[src/rtl/lsu_pkg.sv]
// lsu_pkg: funct3 codes, sequencer states and access-size decode shared by the load/store unit.
package lsu_pkg;
    localparam logic [2:0] F3_B  = 3'b000;
    localparam logic [2:0] F3_H  = 3'b001;
    localparam logic [2:0] F3_W  = 3'b010;
    localparam logic [2:0] F3_BU = 3'b100;
    localparam logic [2:0] F3_HU = 3'b101;

    typedef enum logic [1:0] {IDLE, XFER, RESP} state_t;

    // 0 marks a funct3 that is not a load/store width at all
    function automatic logic [2:0] f3_bytes(input logic [2:0] f3);
        return (f3 == F3_B || f3 == F3_BU) ? 3'd1 :
               (f3 == F3_H || f3 == F3_HU) ? 3'd2 :
               (f3 == F3_W)                ? 3'd4 : 3'd0;
    endfunction
endpackage

[src/rtl/lsu_load_extend.sv]
// lsu_load_extend: sign/zero-extends an assembled little-endian load word according to funct3.
module lsu_load_extend
    import lsu_pkg::*;
#(
    parameter int XLEN = 32
) (
    input  logic [2:0]      funct3,
    input  logic [XLEN-1:0] word,
    output logic [XLEN-1:0] rdata
);
    always_comb begin
        rdata = (funct3 == F3_B)  ? {{(XLEN-8){word[7]}}, word[7:0]} :
                (funct3 == F3_H)  ? {{(XLEN-16){word[15]}}, word[15:0]} :
                (funct3 == F3_BU) ? {{(XLEN-8){1'b0}}, word[7:0]} :
                (funct3 == F3_HU) ? {{(XLEN-16){1'b0}}, word[15:0]} : word;
    end
endmodule

[src/rtl/lsu_byte_sequencer.sv]
// lsu_byte_sequencer: splits RV32 loads/stores into little-endian single-byte memory accesses.
module lsu_byte_sequencer
    import lsu_pkg::*;
#(
    parameter int ADDR_W = 4,
    parameter int XLEN   = 32
) (
    input  logic              clk,
    input  logic              rst_n,
    input  logic              req_valid,
    output logic              req_ready,
    input  logic              req_write,
    input  logic [2:0]        req_funct3,
    input  logic [XLEN-1:0]   req_addr,
    input  logic [XLEN-1:0]   req_wdata,
    output logic              resp_valid,
    output logic [XLEN-1:0]   resp_rdata,
    output logic              resp_error,
    output logic [ADDR_W-1:0] mem_addr,
    output logic              mem_we,
    output logic [7:0]        mem_wdata,
    input  logic [7:0]        mem_rdata
);
    state_t state, state_nx;
    logic wr, err, legal_req, last;
    logic [2:0] f3, n_req, n;
    logic [ADDR_W-1:0] addr;
    logic [XLEN-1:0] wdata, word, ext;
    logic [1:0] idx;
    logic unused_addr;

    assign unused_addr = ^req_addr[XLEN-1:ADDR_W];
    assign n_req = f3_bytes(req_funct3);
    // n-1 doubles as the low-address alignment mask for sizes 1, 2 and 4
    assign legal_req = n_req != 3'd0 && !(req_write && req_funct3[2]) &&
                       (req_addr[1:0] & 2'(n_req - 3'd1)) == 2'b00;
    assign n = f3_bytes(f3);
    assign last = {1'b0, idx} == n - 3'd1;

    lsu_load_extend #(.XLEN(XLEN)) u_ext (.funct3(f3), .word(word), .rdata(ext));

    always_ff @(posedge clk or negedge rst_n) begin
        if (!rst_n) state <= IDLE;
        else state <= state_nx;
    end

    always_comb begin
        state_nx   = state == IDLE ? (req_valid ? (legal_req ? XFER : RESP) : IDLE) :
                     state == XFER ? (last ? RESP : XFER) : IDLE;
        req_ready  = state == IDLE;
        resp_valid = state == RESP;
        resp_error = state == RESP && err;
        resp_rdata = (state == RESP && !err && !wr) ? ext : '0;
        mem_we     = state == XFER && wr;
        mem_addr   = state == XFER ? addr + ADDR_W'(idx) : '0;
        mem_wdata  = (state == XFER && wr) ? wdata[8*idx +: 8] : 8'd0;
    end

    always_ff @(posedge clk or negedge rst_n) begin
        if (!rst_n) begin
            wr    <= 1'b0;
            err   <= 1'b0;
            f3    <= 3'd0;
            addr  <= '0;
            wdata <= '0;
            idx   <= 2'd0;
            word  <= '0;
        end else if (state == IDLE && req_valid) begin
            wr    <= req_write;
            err   <= !legal_req;
            f3    <= req_funct3;
            addr  <= req_addr[ADDR_W-1:0];
            wdata <= req_wdata;
            idx   <= 2'd0;
            word  <= '0;
        end else if (state == XFER) begin
            idx <= idx + 2'd1;
            if (!wr) word[8*idx +: 8] <= mem_rdata;
        end
    end
endmodule

[config.mk]
export PLATFORM = sky130hd
export DESIGN_NAME = lsu_byte_sequencer
export DESIGN_NICKNAME = d
export VERILOG_FILES = /design/src/rtl/lsu_pkg.sv /design/src/rtl/lsu_load_extend.sv /design/src/rtl/lsu_byte_sequencer.sv
export SDC_FILE = /design/constraint.sdc
export NUM_CORES = 1
export LEC_CHECK = 0
export BUFFER_PORTS_ARGS = -buffer_cell sky130_fd_sc_hd__buf_2
export CORE_MARGIN = 2
export CORE_UTILIZATION = 45
export CTS_CLUSTER_DIAMETER = 150
export DETAILED_ROUTE_END_ITERATION = 7
export GPL_TIMING_DRIVEN = 1
export PLACE_DENSITY = 0.8
export SLEW_MARGIN = 20
export SYNTH_ARGS = -nofsm -noshare
export SYNTH_HDL_FRONTEND = slang
export SYNTH_SLANG_ARGS = --single-unit
[constraint.sdc]
create_clock -name clk -period 2.55 [get_ports clk]
set_input_delay 0.3825 -clock clk [delete_from_list [all_inputs] [get_ports clk]]
set_output_delay 0.3825 -clock clk [all_outputs]
set_load 0.02 [all_outputs]
After elaboration in Yosys (flattened, before gate mapping)
Cells that the tools add are included.
Storage, ports and cells
  register bits after elaboration: 77
  latch bits: 0
  bits in writable memories: 0
  bits in read-only memories: 0
  input bits: 79
  output and inout bits: 48
  logic and storage cells: 76
  memories kept: 0
Operators by class
  add/subtract/negate cells: 5
  multiply operators: 0
  divide/modulo/power cells: 0
  magnitude comparators: 0
  equal/unequal tests: 12
  shifts and indexed selects: 3
  multiplexer cells: 24
  bitwise gates (word level): 1
  reduce and logical (&&, ||, !) cells: 23
Operator list (number)
  two-way mux 32 bit: 8
  negation 5 -> 34 bit: 1
  variable shift 8 x 34 -> 32 bit, first input constant: 1
  variable part select 8 x 34 -> 32 bit: 1
  bitwise mux 32 bit: 1
  variable part select 32 x 6 -> 8 bit: 1
  two-way mux 3 bit: 6
  two-way mux 2 bit: 7
  equality test 3 bit, second input constant: 4
  logical AND 1 bit: 8
  two-way mux 8 bit: 1
  equality test 3 x 1 -> 1 bit, second input constant: 2
  equality test 3 x 2 -> 1 bit, second input constant: 2
  zero test 3 bit: 2
  adder 4 x 2 -> 4 bit: 1
  zero test 1 bit: 4
  zero test 2 bit: 2
  logical OR 1 bit: 4
  two-way mux 4 bit: 1
  equality test 2 x 3 -> 1 bit: 1
  nonzero test 3 bit: 1
  subtractor 3 x 1 -> 3 bit, second input constant: 1
  adder 2 x 1 -> 2 bit, second input constant: 1
  bitwise AND 2 bit: 1
  6 further kinds: 6

Logic depth before layout (Yosys ltp)
Gate-level depths: netlist of the first run.
  word-level depth: 11
  depth in mapped cells: 9
  depth with buffers taken out: 5

By module
From an unflattened synthesis of the first run, not the netlist that was laid out.
Unflattened totals
  cells, all modules: 443
  area total of the unflattened synthesis: 4202.8 um2
Modules (own cells, without submodules)
  lsu_byte_sequencer: times used 1, cells each 376, area an instance 3838.7 um2, seq. area each 1926.8 um2
  lsu_load_extend: times used 1, cells each 67, area an instance 364.1 um2, seq. area each 0.0 um2

Worst setup path after synthesis of the first run
OpenSTA, ideal clock, no wires.
  kind: flip-flop to flip-flop
  from: register idx[0]
  to: register word[24]
  setup time: 0.068 ns
  data arrival time: 2.232 ns
  data required time: 2.482 ns
  path slack: 0.249 ns
  stages on the path, launching flop included: 9
  buffers on the path: 3
  clock period less this slack: 2.301 ns
  cell sequence: dfrtp_1 > buf_4 > buf_6 > clkbuf_1 > inv_1 > ha_1 > nand3b_1 > nor3_1 > a22o_1
Between the ends
  word-level cells in the longest chain between the ends: 6
  elaborated cells on any way between the ends: 7
  those cells by class: add/sub: 1; shift: 2; mux: 4
RTL lines
  start: declaration: line lsu_byte_sequencer.sv:29  | logic [1:0] idx;
  start signal: assignment: line lsu_byte_sequencer.sv:77  | idx <= idx + 2'd1;
  negation 5 -> 34 bit (*): line lsu_byte_sequencer.sv:78  | if (!wr) word[8*idx +: 8] <= mem_rdata;
  variable part select 8 x 34 -> 32 bit or variable shift 8 x 34 -> 32 bit (tied branches): line lsu_byte_sequencer.sv:78
  bitwise mux 32 bit (*): line lsu_byte_sequencer.sv:78
  two-way mux 32 bit (*): line lsu_byte_sequencer.sv:78
  two-way mux 32 bit (*): line lsu_byte_sequencer.sv:76  | end else if (state == XFER) begin
  two-way mux 32 bit (*): line lsu_byte_sequencer.sv:68  | end else if (state == IDLE && req_valid) begin
  end signal: indexed assignment: line lsu_byte_sequencer.sv:78
  end: declaration: line lsu_byte_sequencer.sv:28  | logic [XLEN-1:0] wdata, word, ext;
Mark *: on every way between the ends. The rest lies on a longest branch, timed or not. The select of a mux whose other input is x is not followed.
A chain may end at the register's enable or synchronous reset.

Worst setup path after layout of the first run
  from: register state[0]
  to: output port resp_rdata[18]
Between the ends
  word-level cells in the longest chain between the ends: 4
RTL lines
  start: declaration: line lsu_byte_sequencer.sv:24  | state_t state, state_nx;
  start signal: assignment: line lsu_byte_sequencer.sv:44  | else state <= state_nx;
  equality test 2 bit: line lsu_byte_sequencer.sv:53  | resp_rdata = (state == RESP && !err && !wr) ? ext : '0;
  logical AND 1 bit (2 in series): line lsu_byte_sequencer.sv:53
  two-way mux 32 bit: line lsu_byte_sequencer.sv:53
  end: declaration: line lsu_byte_sequencer.sv:17  | output logic [XLEN-1:0] resp_rdata,
No other way between the ends.

==> flow_metrics.env, run 1 <==
export IMPL_cp_end_kind="output pin"
export IMPL_cts_tree="built"
export IMPL_async_reset_ff_share_pct=100
export IMPL_timing_final_crit_share_pct=93.8
export IMPL_critPathLaunchType="flip-flop"
export IMPL_worst_r2r_cell_count=5
export IMPL_synthCells=417
export IMPL_synth_edf_count=0
export IMPL_power_mw=5.05
export IMPL_slew_viol_final=0
export IMPL_grt_pass1_vias=3452
export IMPL_outcome="complete, no violations"
export IMPL_power_frac_comb_pct=43.4
export IMPL_p_leak_nw=2.46
export IMPL_crit_end="resp_rdata[18]"
export IMPL_syn_to_final_growth_pct=19.1
export IMPL_die_area_um2=9710
export IMPL_die_w_um=98.6
export IMPL_drtIter0Drc=205
export IMPL_coreArea_um2=8680
export IMPL_yosys_warnings=0
export IMPL_hpwl_mm=7.00
export IMPL_num_vias=3394
export IMPL_placed_cell_area_um2=4580
export IMPL_ir_drop_mv=0.502
export IMPL_post_drt_wl_per_cell_um=15.7
export IMPL_slew_headroom_pct=45.8
export IMPL_grt_pass1_wl_mm=16.6
export IMPL_wirelength_mm=9.68
export IMPL_insertion_delay_ns=0.34
export IMPL_avgSynthCellArea_um2=9.65
export IMPL_rrSetupSlack_ns=0.47
export IMPL_grt_usage_pct=20.9
export IMPL_cts_setup_buffers=0
export IMPL_antenna_found_initial=0
export IMPL_drive_gt1_share_pct=29.4
export IMPL_detail_route_antenna_nets=0
export IMPL_crit_fanout=13
export IMPL_drt_pass1_iterations=4
export IMPL_worstPathRequired_ns=2.17
export IMPL_ys_ff_latch=77
export IMPL_port_buffers=98
export IMPL_worst_slew_pin_slew_ns=0.807
export IMPL_timing_rr_start="idx[1]"
export IMPL_vias_per_cell=5.49
export IMPL_cts_num_sinks=77
export IMPL_slowest_stage="or3_1"
export IMPL_r2r_end="word[24]"
export IMPL_crit_chain="nand2b_1 -> or3_1 -> buf_4 -> a21oi_1 -> buf_2"
export IMPL_io_pins=127
export IMPL_finClkSkew_ns=0.00908
export IMPL_grt_overflow=0
export IMPL_yosysTopAreaCellShare_pct=47.9
export IMPL_critical_path_max_stage_delay_ns=0.52
export IMPL_p_seq_share_pct=37.7
export IMPL_synth_area_top_cells="dfrtp_1 48%, nand2_1 11%, a22o_1 5.4%"
export IMPL_synth_distinct_cells=40
export IMPL_maxCapViolCount=0
export IMPL_max_clock_path_buffers=2
export IMPL_seq_area_frac_synth_pct=47.9
export IMPL_pre_cts_ws_ns=0.315
export IMPL_antennaDiodeCount=0
export IMPL_crit_arrival_ns=2.01
export IMPL_maxClockFrequency_ghz=0.418
export IMPL_fin_hold_ws_ns=0.0903
export IMPL_cts_root_buf="clkbuf_8"
export IMPL_synth_top_area_cell="dfrtp_1"
export IMPL_place_congestion=0.860
export IMPL_grt_start_max_net_pins=44
export IMPL_swShare_pct=40.9
export IMPL_intPower_mw=2.98
export IMPL_p_sw_mw=2.07
export IMPL_clk_pin_slew_worst_paths_ns=0.09
export IMPL_hold_violations=0
export IMPL_drcViolationCount=0
export IMPL_netlist_area_um2=4020
export IMPL_cts_inserted_buffers=9
export IMPL_ys_dominant_reg_cell="dfrtp_1"
export IMPL_fin_tns_setup_ns=0
export IMPL_final_setup_worst_slack_ns=0.158
export IMPL_critical_path_class="flip-flop to output pin"
export IMPL_nets=591
export IMPL_htreeDepth=3
export IMPL_grt_setup_unrepaired="no"
export IMPL_p_clk_share_pct=19.0
export IMPL_finalInstanceArea_um2=4790
export IMPL_hp_class="input pin to async pin"
export IMPL_fin_crit_ns=2.39
export IMPL_synthesis_nets=503
export IMPL_power_per_cell_area_nw_per_um2=1050
export IMPL_die_h_um=98.6
export IMPL_row_count=34
export IMPL_worstSetupStartpoint="state[0]"
export IMPL_setup_viol=0
export IMPL_start_util_pct=46.4
worst max-delay path: cells and delay by family, from the launching register on:
family                 cells  cell delay, ns
and+or+nand+nor            2            0.69
DFF                        1            0.39
AOI/OAI and AO/OA          1            0.13
buffers and inverters      2            0.45
synth_stat cells, types with 2 or more instances:
cell type  count
a21o_1         2
a21oi_1       26
a22o_1        25
and2_1        14
and3_1         8
buf_2          8
buf_4          2
buf_6          5
clkbuf_1      20
dfrtp_1       77
ha_1           6
inv_1          5
mux2_2         8
mux4_2         8
nand2_1      122
nand2b_1       4
nand3_1        2
nand3b_1       2
nand4bb_1      3
nor2_1         3
nor2b_1       10
nor3_1         3
nor4b_1        8
o21ai_0       13
o22ai_1       15
or3_1          3
xnor2_1        2
cells in the final DEF, fill, tap and decap left out, types with 6 or more instances in the layout:
cell / n
and2_1: 14
a21oi_1: 26
nor2b_1: 10
nor4b_1: 8
mux4_2: 8
nand2_1: 122
clkbuf_8: 10
mux2_2: 8
a22o_1: 25
buf_2: 98
ha_1: 6
o22ai_1: 15
buf_4: 13
dfrtp_1: 77
o21ai_0: 13
and3_1: 8
what timing repair did:
action | in CTS | in global routing
gates resized for setup | 1 | 1
setup endpoints to repair | 23 | 2
hold buffers | 0 | 0
state kept, by name, indices dropped and copies added (netlist names):
signal	flops
wdata	32
f3	3
wr	1
word	32
addr	4
state	2
idx	2
err	1
area by class of cell:
cell class                      count  area, µm²
Fill cell                         792       3890
Sequential cell                    77       1930
Multi-Input combinational cell    300       1900
Timing Repair Buffer              112        608
Clock buffer                       10        138
Tap cell                          108        135
Clock inverter                      6       68.8
Inverter                            5       18.8
worst min path at each step:
stage / from / endpoint / slack [ns] / depth (start not counted)
3_5_place_dp: wdata[19] / wdata[19] / 0.46 / 2
3_3_place_gp: wdata[13] / wdata[13] / 0.45 / 2
2_1_floorplan: rst_n / addr[0] / 0.09 / 0
4_1_cts: rst_n / wdata[2] / 0.11 / 1
5_1_grt: rst_n / wdata[27] / 0.15 / 1
6_report: rst_n / wdata[24] / 0.09 / 1
routing by layer:
metal | up-vias | wire length, µm | track usage (%)
met4 | 0 | 176 | 8.11
met3 | 14 | 566 | 3.40
met2 | 103 | 4700 | 32.7
met1 | 1658 | 4230 | 29.6
li1 | 1619 | - | -
met5 | - | 0 | 0
stage by stage:
stage | util (%) | cells
final | 55.2 | 618
after global routing | 55.2 | 618
after CTS | 55.2 | 618
after detailed placement | 52.8 | 602
after global placement | 52.8 | 602
after floorplan | - | 417
power groups by stage:
stage,registers (mW),logic (mW),clock network (mW)
global route,1.96,2.46,1.03
finish,1.90,2.19,0.957
CTS,1.90,2.20,0.970
detailed placement,1.91,2.19,0
floorplan,1.82,1.74,0
global placement,1.89,2.12,0
cell families (layout without fill, tap and decap cells):
logic type	count (synthesis)	in the layout	synth area share (%)
buffers and inverters	40	133	5.10
muxes	17	17	6.97
DFF	77	77	47.9
xor gates and xnor gates	2	2	0.435
adders and majority gates	7	7	2.36
AOI/OAI and AO/OA	84	84	13.6
and+or+nand+nor	190	190	23.6
Power figures use the tool's default switching activity.
==> inputs of run 2 (changes only) <==
PLACE_DENSITY = 0.79   (was 0.8)
SYNTH_HIERARCHICAL = 1   (was unset)
==> flow_metrics.env, run 2 <==
export IMPL_mostFrequentLayoutCells="145 x nand2_1, 97 x buf_2, 77 x dfrtp_1"
export IMPL_setup_viol=0
export IMPL_cts_root_buf="clkbuf_8"
export IMPL_async_reset_ff_share_pct=100
export IMPL_worstPathBufferInverterCount=1
export IMPL_synthCells=443
export IMPL_p_seq_share_pct=38.9
export IMPL_die_h_um=101
export IMPL_power_per_cell_area_nw_per_um2=1050
export IMPL_start_util_pct=45.9
export IMPL_clk_pin_slew_worst_paths_ns=0.08
export IMPL_critical_path_class="flip-flop to output pin"
export IMPL_slew_headroom_pct=37.5
export IMPL_synth_top_area_cell="dfrtp_1"
export IMPL_port_buffers=98
export IMPL_utilization_pct=53.4
export IMPL_yosysMostFrequentCell="nand2_1"
export IMPL_synth_top_cells_by_count="145 x nand2_1, 77 x dfrtp_1, 38 x and2_1"
export IMPL_fin_tns_setup_ns=0
export IMPL_drt_pass1_iterations=5
export IMPL_cts_resized=0
export IMPL_hpwl_mm=6.69
export IMPL_vias_per_cell=5.22
export IMPL_max_clock_path_buffers=2
export IMPL_grt_pass1_vias=3205
export IMPL_detail_route_antenna_nets=0
export IMPL_coreArea_um2=9150
export IMPL_power_frac_comb_pct=39.6
export IMPL_nFillCells=809
export IMPL_fin_crit_ns=2.36
export IMPL_crit_fanout=10
export IMPL_hp_class="input pin to async pin"
export IMPL_crit_arrival_ns=1.98
export IMPL_synth_area_top_cells="dfrtp_1 46%, nand2_1 13%, and2_1 5.7%"
export IMPL_outcome="complete, no violations"
export IMPL_holdBufCountCts=0
export IMPL_worst_slew_pin_slew_ns=0.937
export IMPL_htreeDepth=3
export IMPL_num_vias=3316
export IMPL_seq_area_frac_synth_pct=45.8
export IMPL_cp_end_kind="output pin"
export IMPL_hold_violations=0
export IMPL_synth_distinct_cells=44
export IMPL_maxCapViolCount=0
export IMPL_intPower_mw=3.10
export IMPL_slew_viol_final=0
export IMPL_synthesis_nets=529
export IMPL_slowest_stage="dfrtp_1"
export IMPL_crit_top_cell="a21oi_1"
export IMPL_antenna_found_initial=0
export IMPL_netlist_area_um2=4200
export IMPL_layout_commonest_cell="nand2_1"
export IMPL_cts_inserted_buffers=9
export IMPL_drtIter0Drc=130
export IMPL_ir_drop_mv=0.538
export IMPL_cts_num_sinks=77
export IMPL_post_drt_wl_per_cell_um=14.5
export IMPL_grt_pass1_wl_mm=15.5
export IMPL_nets=606
export IMPL_place_congestion=0.843
export IMPL_drcViolationCount=0
export IMPL_drive_gt1_share_pct=28.1
export IMPL_die_w_um=101
export IMPL_grt_usage_pct=19.4
export IMPL_die_area_um2=10100
export IMPL_grt_overflow=0
export IMPL_syn_to_final_growth_pct=16.3
export IMPL_p_sw_mw=2.01
export IMPL_cts_tree="built"
export IMPL_ys_dominant_reg_cell="dfrtp_1"
export IMPL_insertion_delay_ns=0.35
export IMPL_avgSynthCellArea_um2=9.49
export IMPL_reg_largest_list="wdata x32, word x32, addr x4"
export IMPL_io_pins=127
export IMPL_swShare_pct=39.4
export IMPL_grt_start_max_net_pins=78
export IMPL_crit_chain="ha_1 -> a21oi_1 -> or3_1 -> a21oi_1 -> buf_2"
export IMPL_critPathLaunchType="flip-flop"
export IMPL_finClkSkew_ns=0.0170
export IMPL_critical_path_max_stage_delay_ns=0.56
export IMPL_antennaDiodeCount=0
export IMPL_maxClockFrequency_ghz=0.424
export IMPL_cts_setup_buffers=0
export IMPL_yosysTopAreaCellShare_pct=45.8
export IMPL_wirelength_mm=9.23
export IMPL_row_count=35
export IMPL_grt_setup_unrepaired="no"
export IMPL_timing_final_crit_share_pct=92.5
export IMPL_synth_edf_count=0
export IMPL_p_clk_share_pct=21.5
export IMPL_yosys_warnings=6
export IMPL_ys_ff_latch=77
export IMPL_worstPathRequired_ns=2.17
export IMPL_p_leak_nw=2.58
export IMPL_cp_top_family="flip-flops"
## run 2: stage by stage
step	instances	power, mW	instance area, µm²	hold slack [ns]	setup WS, ns
final	635	5.11	4890	0.169	0.191
after global routing	635	5.52	4890	0.200	0.0438
after CTS	635	5.16	4890	0.200	0.154
after detailed placement	620	4.04	4650	0.459	0.329
after global placement	620	3.93	4650	0.454	0.416
after floorplan	443	3.67	4200	0.0869	0.308
## run 2: logic make-up after synthesis
group / after synthesis / share of synthesized area [%]
AND/OR/NAND/NOR: 234 / 27.9
adder cells (fa/ha/maj): 7 / 2.26
buffers and inverters: 45 / 6.76
flip-flops: 77 / 45.8
AO/OA/AOI/OAI: 61 / 9.85
XOR/XNOR: 2 / 0.417
multiplexers: 17 / 6.97
## run 2: final cells by class
class                      instances  area [µm²]  share of cell area [%]
timing repair buffer             107         573                    11.7
inverter                           4        15.0                   0.307
sequential                        77        1930                    39.4
clock inverter                     6         113                    2.30
clock buffer                       9         124                    2.53
multi-input combinational        321        2000                    40.9
tap                              111         139                    2.84
## run 2: power groups by stage
stage	logic (mW)	registers (mW)	clock network [mW]
2_1_floorplan	1.84	1.83	0
3_3_place_gp	1.96	1.98	0
3_5_place_dp	2.03	2.01	0
4_1_cts	2.05	1.99	1.12
5_1_grt	2.29	2.05	1.19
6_report	2.02	1.99	1.10
## run 2: path summary, 6_finish.rpt
path,start,endpoint,depth (start not counted),slack [ns]
worst max-delay path,idx[1],mem_addr[3],5,0.19
worst min-delay path,rst_n,addr[2],1,0.17
worst max register to register,idx[1],word[19],5,0.29
worst min register to register,wdata[25],wdata[25],2,0.48
max in group asynchronous,rst_n,word[24],1,1.77
min in group clk,req_wdata[30],wdata[30],3,0.22
## run 2: per-layer routing
layer | share of wire (%) | vias up | GRT usage, %
met5 | 0 | - | 0
met1 | 45 | 1563 | 25.9
li1 | - | 1628 | -
met4 | 1.4 | 0 | 6.53
met2 | 48 | 111 | 31.8
met3 | 5.5 | 14 | 3.95
